$ cat src/rtl/imem_fetch_controller_if.sv
// Fetch-side bus bundle: instruction memory port, decode handshake and execute redirect.
// The master modport is the fetch controller; the slave modport is its environment.
interface imem_fetch_if #(
    parameter int unsigned ADDR_WIDTH = 32,
    parameter int unsigned DATA_WIDTH = 32
);
    logic [ADDR_WIDTH-1:0] imem_addr;
    logic [DATA_WIDTH-1:0] imem_data;
    logic                  inst_valid;
    logic                  inst_ready;
    logic [DATA_WIDTH-1:0] inst_data;
    logic [ADDR_WIDTH-1:0] inst_pc;
    logic                  redirect_valid;
    logic [ADDR_WIDTH-1:0] redirect_target;
    logic                  halted;

    modport master (
        output imem_addr, inst_valid, inst_data, inst_pc, halted,
        input  imem_data, inst_ready, redirect_valid, redirect_target
    );

    modport slave (
        input  imem_addr, inst_valid, inst_data, inst_pc, halted,
        output imem_data, inst_ready, redirect_valid, redirect_target
    );
endinterface

$ cat src/rtl/imem_fetch_controller.sv
// Instruction fetch sequencer: PC, zero-latency memory capture stage, redirect and halt.
// Optional macro FETCH_PERF_CNT_EN adds fetch_count/stall_count performance counters.
module imem_fetch_controller #(
    parameter int unsigned ADDR_WIDTH = 32,
    parameter int unsigned DATA_WIDTH = 32,
    parameter int unsigned MEM_DEPTH  = 32,
    parameter int unsigned RESET_PC   = 1
) (
    input  logic        clk,
    input  logic        rst,
`ifdef FETCH_PERF_CNT_EN
    output logic [31:0] fetch_count,
    output logic [31:0] stall_count,
`endif
    imem_fetch_if.master bus
);
    typedef enum logic [1:0] {
        ST_START = 2'd0,
        ST_RUN   = 2'd1,
        ST_HALT  = 2'd2
    } state_t;

    localparam logic [ADDR_WIDTH-1:0] DEPTH_C    = ADDR_WIDTH'(MEM_DEPTH);
    localparam logic [ADDR_WIDTH-1:0] RESET_PC_C = ADDR_WIDTH'(RESET_PC);

    state_t                state_q;
    logic [ADDR_WIDTH-1:0] pc_q;
    logic                  inst_valid_q;
    logic [DATA_WIDTH-1:0] inst_data_q;
    logic [ADDR_WIDTH-1:0] inst_pc_q;
    logic                  halted_q;

    logic stage_free_s;
    logic xfer_s;
    logic pc_in_range_s;
    logic tgt_in_range_s;
    logic capture_s;

    assign stage_free_s   = !inst_valid_q || bus.inst_ready;
    assign xfer_s         = inst_valid_q && bus.inst_ready;
    assign pc_in_range_s  = (pc_q < DEPTH_C);
    assign tgt_in_range_s = (bus.redirect_target < DEPTH_C);
    assign capture_s      = (state_q == ST_RUN) && !bus.redirect_valid
                            && pc_in_range_s && stage_free_s;

    assign bus.imem_addr  = pc_q;
    assign bus.inst_valid = inst_valid_q;
    assign bus.inst_data  = inst_data_q;
    assign bus.inst_pc    = inst_pc_q;
    assign bus.halted     = halted_q;

    // Fetch FSM: PC sequencing, output stage capture/hold/flush and halt tracking.
    always_ff @(posedge clk or posedge rst) begin
        if (rst) begin
            state_q      <= ST_START;
            pc_q         <= RESET_PC_C;
            inst_valid_q <= 1'b0;
            inst_data_q  <= {DATA_WIDTH{1'b0}};
            inst_pc_q    <= {ADDR_WIDTH{1'b0}};
            halted_q     <= 1'b0;
        end else begin
            case (state_q)
                ST_START: begin
                    if (bus.redirect_valid) begin
                        pc_q <= bus.redirect_target;
                        if (tgt_in_range_s) begin
                            state_q <= ST_RUN;
                        end else begin
                            state_q  <= ST_HALT;
                            halted_q <= 1'b1;
                        end
                    end else begin
                        state_q <= ST_RUN;
                    end
                end
                ST_RUN: begin
                    // Redirect wins over capture and flushes even a word being accepted.
                    if (bus.redirect_valid) begin
                        pc_q         <= bus.redirect_target;
                        inst_valid_q <= 1'b0;
                        if (!tgt_in_range_s) begin
                            state_q  <= ST_HALT;
                            halted_q <= 1'b1;
                        end
                    end else if (!pc_in_range_s) begin
                        state_q  <= ST_HALT;
                        halted_q <= 1'b1;
                        if (xfer_s) begin
                            inst_valid_q <= 1'b0;
                        end
                    end else if (stage_free_s) begin
                        inst_data_q  <= bus.imem_data;
                        inst_pc_q    <= pc_q;
                        inst_valid_q <= 1'b1;
                        pc_q         <= pc_q + {{(ADDR_WIDTH-1){1'b0}}, 1'b1};
                    end
                end
                ST_HALT: begin
                    if (bus.redirect_valid) begin
                        pc_q         <= bus.redirect_target;
                        inst_valid_q <= 1'b0;
                        if (tgt_in_range_s) begin
                            state_q  <= ST_RUN;
                            halted_q <= 1'b0;
                        end
                    end else if (xfer_s) begin
                        inst_valid_q <= 1'b0;
                    end
                end
                default: begin
                    state_q      <= ST_HALT;
                    halted_q     <= 1'b1;
                    inst_valid_q <= 1'b0;
                end
            endcase
        end
    end

`ifdef FETCH_PERF_CNT_EN
    // Performance counters: captured words and back-pressured RUN cycles.
    always_ff @(posedge clk or posedge rst) begin
        if (rst) begin
            fetch_count <= 32'd0;
            stall_count <= 32'd0;
        end else begin
            if (capture_s) begin
                fetch_count <= fetch_count + 32'd1;
            end
            if ((state_q == ST_RUN) && inst_valid_q && !bus.inst_ready) begin
                stall_count <= stall_count + 32'd1;
            end
        end
    end
`endif
endmodule

$ cat src/flat_wrapper.sv
// flat-port wrapper written by rule: the top's interface ports become plain ports
module imem_fetch_controller_flat 
#(
    parameter int unsigned ADDR_WIDTH = 32,
    parameter int unsigned DATA_WIDTH = 32,
    parameter int unsigned MEM_DEPTH  = 32,
    parameter int unsigned RESET_PC   = 1
)
  (clk, rst, bus_imem_addr, bus_inst_valid, bus_inst_data, bus_inst_pc, bus_halted, bus_imem_data, bus_inst_ready, bus_redirect_valid, bus_redirect_target);
  imem_fetch_if #(.ADDR_WIDTH(ADDR_WIDTH), .DATA_WIDTH(DATA_WIDTH)) bus_i ();
  input  logic clk;
  input  logic rst;
  output wire logic [$bits(bus_i.imem_addr)-1:0] bus_imem_addr;
  output wire logic [$bits(bus_i.inst_valid)-1:0] bus_inst_valid;
  output wire logic [$bits(bus_i.inst_data)-1:0] bus_inst_data;
  output wire logic [$bits(bus_i.inst_pc)-1:0] bus_inst_pc;
  output wire logic [$bits(bus_i.halted)-1:0] bus_halted;
  input wire logic [$bits(bus_i.imem_data)-1:0] bus_imem_data;
  input wire logic [$bits(bus_i.inst_ready)-1:0] bus_inst_ready;
  input wire logic [$bits(bus_i.redirect_valid)-1:0] bus_redirect_valid;
  input wire logic [$bits(bus_i.redirect_target)-1:0] bus_redirect_target;
  assign bus_imem_addr = bus_i.imem_addr;
  assign bus_inst_valid = bus_i.inst_valid;
  assign bus_inst_data = bus_i.inst_data;
  assign bus_inst_pc = bus_i.inst_pc;
  assign bus_halted = bus_i.halted;
  assign bus_i.imem_data = bus_imem_data;
  assign bus_i.inst_ready = bus_inst_ready;
  assign bus_i.redirect_valid = bus_redirect_valid;
  assign bus_i.redirect_target = bus_redirect_target;
  imem_fetch_controller #(.ADDR_WIDTH(ADDR_WIDTH), .DATA_WIDTH(DATA_WIDTH), .MEM_DEPTH(MEM_DEPTH), .RESET_PC(RESET_PC)) u_core (.clk(clk), .rst(rst), .bus(bus_i));
endmodule
$ cat config.mk
export PLATFORM = sky130hd
export DESIGN_NAME = imem_fetch_controller_flat
export DESIGN_NICKNAME = d
export VERILOG_FILES = /design/src/rtl/imem_fetch_controller_if.sv /design/src/rtl/imem_fetch_controller.sv /design/src/flat_wrapper.sv
export SDC_FILE = /design/constraint.sdc
export NUM_CORES = 1
export LEC_CHECK = 0
export ABC_CLOCK_PERIOD_IN_PS = 5400
export BUFFER_PORTS_ARGS = -buffer_cell sky130_fd_sc_hd__buf_4
export CAP_MARGIN = 40
export CORE_MARGIN = 2
export CORE_UTILIZATION = 57
export CTS_BUF_LIST = sky130_fd_sc_hd__clkbuf_4 sky130_fd_sc_hd__clkbuf_8
export DETAILED_ROUTE_END_ITERATION = 16
export PLACE_DENSITY = 0.92
export SETUP_SLACK_MARGIN = 0.05
export SLEW_MARGIN = 40
export SYNTH_ARGS = -nofsm -noshare
export SYNTH_HDL_FRONTEND = slang
export SYNTH_SLANG_ARGS = --single-unit
$ cat constraint.sdc
create_clock -name clk -period 5.4 [get_ports clk]
set_input_delay 0 -clock clk [delete_from_list [all_inputs] [get_ports clk]]
set_output_delay 0 -clock clk [all_outputs]
set_load 0.01 [all_outputs]
==> results of run 1 <==
-- through the flow --
step	worst slack (ns)	area, um2	cells
after global routing	2.53	7070	790
after global placement	2.73	6310	719
after detailed placement	2.68	6320	719
after CTS	2.67	7070	790
after floorplan	2.78	5030	469
final	2.76	7070	790
-- Yosys cell counts (all sizes together), types with 11 or more instances --
library cell / count / area (um2)
a21oi: 23 / 115
a31oi: 24 / 150
buf: 11 / 80.1
clkbuf: 18 / 67.6
dfrtp: 99 / 2480
inv: 15 / 56.3
mux2: 37 / 529
nand2: 38 / 143
nand3: 13 / 65.1
nor2: 17 / 63.8
nor2b: 29 / 181
nor3: 16 / 80.1
nor4: 15 / 134
o21ai: 16 / 80.1
-- cell families after synthesis --
family                     after synthesis
adders and majority gates                5
muxes                                   37
DFF                                    100
buffers and inverters                   44
and+or+nand+nor                        162
AOI/OAI and AO/OA                      121
-- worst max-delay path by stage --
stage / from / to / slack [ns] / cells past startpoint
6_report: u_core.state_q[0] / u_core.bus.imem_addr[31] / 2.76 / 8
2_1_floorplan: rst / u_core.bus.halted / 2.78 / 1
4_1_cts: u_core.bus.imem_addr[25] / u_core.bus.inst_pc[3] / 2.67 / 5
3_5_place_dp: u_core.bus.imem_addr[21] / u_core.bus.inst_data[1] / 2.68 / 5
3_3_place_gp: u_core.bus.imem_addr[21] / u_core.bus.inst_data[2] / 2.73 / 5
5_1_grt: u_core.state_q[0] / u_core.bus.imem_addr[23] / 2.53 / 8
-- flip-flops by register name (all words and copies together) (netlist names) --
register	count
u_core.bus.halted	1
u_core.bus.imem_addr	32
u_core.bus.inst_data	32
u_core.bus.inst_pc	32
u_core.bus.inst_valid	1
u_core.state_q	2
-- per-layer routing --
metal,part of all wire,vias to the layer above,global-route usage
li1,-,2158,-
met5,0,-,0
met1,0.37,2369,0.466
met3,0.11,74,0.0873
met4,0.037,0,0.113
met2,0.48,391,0.599
-- area by class of cell --
class,instances,area (um2),area share
repair buffers,226,1840,0.260
flip-flops and latches,100,2500,0.354
well taps,108,135,0.0191
clock inverters,6,60.1,0.00849
multi-input cells,325,2330,0.330
clock buffers,10,138,0.0195
inverters,15,58.8,0.00832
-- what timing repair did --
| action | in CTS | in global routing |
|---|---|---|
| setup buffers | 0 | 0 |
| hold endpoints to repair | 83 | 0 |
| hold buffers | 55 | 0 |
-- tightest hold or removal path, stage by stage --
cell     delay (ns)
buf_4          0.09
o21ai_0        0.08
a21oi_1        0.16
-- power by group --
| group | leakage, uW | internal, uW | switching [uW] | total, uW |
|---|---|---|---|---|
| clock network | 0.0000934 | 189 | 285 | 475 |
| logic | 0.00197 | 119 | 110 | 229 |
| registers | 0.00131 | 771 | 46.1 | 817 |
==> results.ini, run 1 <==
[floorplan]
core_area_um2=8640
die_y_um=98.0
ioPinCount=166
rows=34
die_area_um2=9600
die_x_um=98.0
initial_core_util=0.583

[logic_synthesis]
synth_warnings=0
synth_seq_cells=100
synthXorXnorAreaFrac=0
yosys.area_share.simple=0.179
yosysSeqAreaShare=0.498
avgSynthCellArea_um2=10.7
synth.lib_cells_used.distinct=48
syn-num-nets=542
synth_compound_area_frac=0.165
synth_edf_count=0
syn_area_um2=5030
synth.area.mux_share=0.105
synth_cells=469
synth_ff_type=dfrtp_1
synth_top_family_by_area=simple AND/OR/NAND/NOR gates
yosys.area_share.adder=0.0124
ys_async_sr_fraction=1.00

[pwr]
powerDensity_nw_per_um2=215
irDropWorstVdd_mv=0.173
design_power_total_uw=1520
leakage_uw=0.00337

[grt]
grt_pass1_vias=4932
grt_max_degree=72
grt-ovfl-total=0
antenna_found_initial=0
grt_usage=0.359
grt_pass1_wl_um=27200

[timing]
worst_pin_slew_ns=0.642
hold_viol_final=0
setup_viol=0
tns_ns=0
max_slew_margin=0.572
min_period_ns=2.64
period_share=0.490
max_freq_mhz=378
worst_hold_slack_ns=0.0192
drv_slew=0
rsz0062_at_grt=false
finClkSkew_ns=0.0209

[finish]
num_antenna_cells=0
nNetsFinal=750
final_util=0.819
layout-drive-gt1-share=0.356
area_growth_pct=40.5
final_common_cell=buf_4
mostFrequentLayoutCells=buf_4 (169), dfrtp_1 (99), dlygate4sd3_1 (55)
nFillCells=441

[min_path]
holdCritPathClass=in2reg
holdPathEnd=u_core.bus.imem_addr[12]
worstHoldPathCells=3
min_from=bus_redirect_target[12]

[detailed_routing]
vias=4992
first_iter_violations=443
wirelength_um=17200
detail_route.first_pass.iterations=6
wire_per_inst_um=21.8
drc_errors=0
via_per_inst=6.32
postRouteAntennaNets=0

[cts]
cts.sinks=100
cts.clk_slew.worst_paths_ns=0.10
post_cts_resized=0
cts_tree=built
clkLatencyLatePin_ns=0.37
htree_levels=3
clock_path_buffers=2
cts_buffers=9
cts-root-buf=clkbuf_8

[critical_path]
regToRegSetupSlack_ns=2.76
critPathArrivalTime_ns=2.85
worstRegToRegCells=8
cp_max_fo=20
cp_slowest_stage_delay_ns=0.48
path_buf_inv=2
path_class=reg2reg
slowest_stage=dfrtp_1
crit_path_end_kind=flip-flop
reg2reg_to=u_core.bus.imem_addr[31]
path_cells=inv_1, ha_1, nor2_1, nand2_1, buf_4, nor3_1, a31o_2, a21oi_1
required_ns=5.61
r2r_start=u_core.state_q[0]
crit_family=simple AND/OR/NAND/NOR gates
critPathLaunchType=flip-flop

[place]
place_congestion=0.995
portBuffers=165
dpl.hpwl_um=10600

[status]
outcome=complete, no violations

[run]
maxCapViolCount=0

Power figures use the tool's default switching activity.
==> run 2: changes to the inputs <==
ABC_CLOCK_PERIOD_IN_PS = 2200   (was 5400)
CORE_UTILIZATION = 47   (was 57)
PLACE_DENSITY = 0.81   (was 0.92)
clock period = 2.2 ns   (was 5.4 ns; I/O delays follow)
==> run 2 against run 1 <==
The run now ends with negative hold slack left. Cell count increased by 12%. First-iteration DRC count increased by 3.8%. Fmax increased by 20%. Design area increased by 12%. Routed wire length increased by 5.2%. Clock power increased to 2.5 times the previous value.
==> results.ini, run 2 (synthesized netlist as in run 1, its figures left out) <==
[status]
outcome=finished, violations left
violations=negative hold slack

[pwr]
irDropWorstVdd_mv=0.361  ; +110%
powerDensity_nw_per_um2=490  ; +130%
leakage_uw=0.00377  ; +12%

[grt]
grt-ovfl-total=0  ; unchanged
antenna_found_initial=0  ; unchanged
grt_pass1_vias=5144  ; +4.3%
grt_max_degree=73  ; +1.4%
grt_pass1_wl_um=27200  ; +0.10%
grt_usage=0.306  ; -0.0530

[floorplan]
ioPinCount=166  ; unchanged
die_y_um=107  ; +9.7%
core_area_um2=10400  ; +20%
die_x_um=107  ; +9.7%
initial_core_util=0.485  ; -0.0974
rows=37  ; +8.8%
die_area_um2=11600  ; +20%

[timing]
worst_pin_slew_ns=0.508  ; -0.134 ns
period_share=0.999  ; +0.510
min_period_ns=2.20  ; -0.445 ns
max_slew_margin=0.661  ; +0.0888
hold_viol_final=1  ; +1
max_freq_mhz=455  ; +20%
setup_viol=0  ; unchanged
drv_slew=0  ; unchanged
worst_hold_slack_ns=-0.0104  ; -0.0296 ns
finClkSkew_ns=0.0135  ; -0.00740 ns
rsz0062_at_grt=true

[place]
postPlaceCellArea_um2=6830  ; +8.0%
dpl.hpwl_um=11100  ; +5.2%
place_congestion=0.933  ; -6.2%
portBuffers=165  ; unchanged

[cts]
cts_buffers=9  ; unchanged
cts-root-buf=clkbuf_8
cts.clk_slew.worst_paths_ns=0.11  ; about the same
cts.sinks=100  ; unchanged
clkLatencyLatePin_ns=0.39  ; +0.02 ns
cts_tree=built
htree_levels=3  ; unchanged
clock_path_buffers=2  ; unchanged

[min_path]
holdCritPathClass=in2reg

[detailed_routing]
first_iter_violations=460  ; +3.8%
postRouteAntennaNets=0  ; unchanged
vias=5207  ; +4.3%
wire_per_inst_um=20.5  ; -5.9%
detail_route.first_pass.iterations=8  ; +2
drc_errors=0  ; unchanged
via_per_inst=5.90  ; -6.7%
wirelength_um=18100  ; +5.2%

[critical_path]
crit_path_end_kind=flip-flop
critPathLaunchType=flip-flop
path_class=reg2reg
required_ns=2.48  ; -3.13 ns
cp_max_fo=11  ; -45%
critPathArrivalTime_ns=2.48  ; -0.37 ns

[finish]
nFillCells=645  ; +46%
num_antenna_cells=0  ; unchanged
area_growth_pct=57.5
mostFrequentLayoutCells=buf_4 (221), dfrtp_1 (97), dlygate4sd3_1 (53)
final_util=0.764  ; -0.0544
final_common_cell=buf_4
layout-drive-gt1-share=0.440  ; +0.0841
nNetsFinal=815  ; +8.7%
design_area_um2=7930  ; +12%

[run]
maxCapViolCount=0  ; unchanged

==> run 2: power breakdown <==
| part | switching, uW | internal [uW] | leakage, uW |
|---|---|---|---|
| sequential | 60.0 | 1890 | 0.00131 |
| clock | 755 | 443 | 0.0000926 |
| combinational | 353 | 379 | 0.00237 |
==> run 2: final cells by class <==
class	count	area (um2)	share of cell area
Timing Repair Buffer	291	2520	0.318
Sequential cell	100	2510	0.316
Multi-Input combinational cell	325	2470	0.312
Tap cell	136	170	0.0215
Clock buffer	9	124	0.0156
Clock inverter	7	71.3	0.00900
Inverter	15	60.1	0.00758
==> run 2: worst max-delay path, cell delays in order (launching register included) <==
cell and delay (ns):
dfrtp_1 0.42, nor4_4 0.40, nand4_2 0.18, buf_4 0.18, o311ai_4 0.26, buf_12 0.17
bufbuf_16 0.27, o211ai_1 0.08, o2bb2ai_1 0.13
==> run 2: path summary, 6_finish.rpt <==
check	from	to	slack, ns	depth (start not counted)
worst max register to register	u_core.bus.imem_addr[9]	u_core.bus.imem_addr[26]	0.002	8
max in group asynchronous	rst	u_core.bus.imem_addr[0]	1.27	4
min in group asynchronous	rst	u_core.bus.inst_pc[24]	0.23	3
worst max-delay path	u_core.bus.imem_addr[9]	u_core.bus.imem_addr[26]	0.002	8
worst min register to register	u_core.bus.inst_pc[23]	u_core.bus.inst_pc[23]	0.52	1
worst min-delay path	bus_redirect_target[12]	u_core.bus.imem_addr[12]	-0.01	3
==> run 2: per-layer routing <==
metal | global-route usage | routed length (um) | up-vias
li1 | - | - | 2292
met1 | 0.388 | 6990 | 2510
met2 | 0.519 | 8770 | 357
met3 | 0.0611 | 1930 | 48
met4 | 0.113 | 449 | 0
met5 | 0 | 0 | -
==> run 2: stage by stage <==
stage | setup WS (ns) | setup TNS (ns) | total power [uW] | cells | hold WS, ns
floorplan | 0.0503 | 0 | 2220 | 469 | 0.148
global placement | -0.0326 | -0.535 | 2580 | 797 | -0.00652
detailed placement | -0.0437 | -0.859 | 2600 | 797 | 0.000677
CTS | -0.0331 | -0.343 | 3840 | 874 | 0.000615
global route | -0.0660 | -1.48 | 4030 | 883 | 0.00873
finish | 0.00153 | 0 | 3880 | 883 | -0.0104
==> run 2: what timing repair did <==
item                       in CTS  in global routing
gates cloned                    3                  3
resized for setup              14                 21
hold endpoints to repair      138                  0
pin swaps                       3                  5
setup buffers                   5                  7
setup endpoints to repair      67                 99
hold buffers                   53                  0
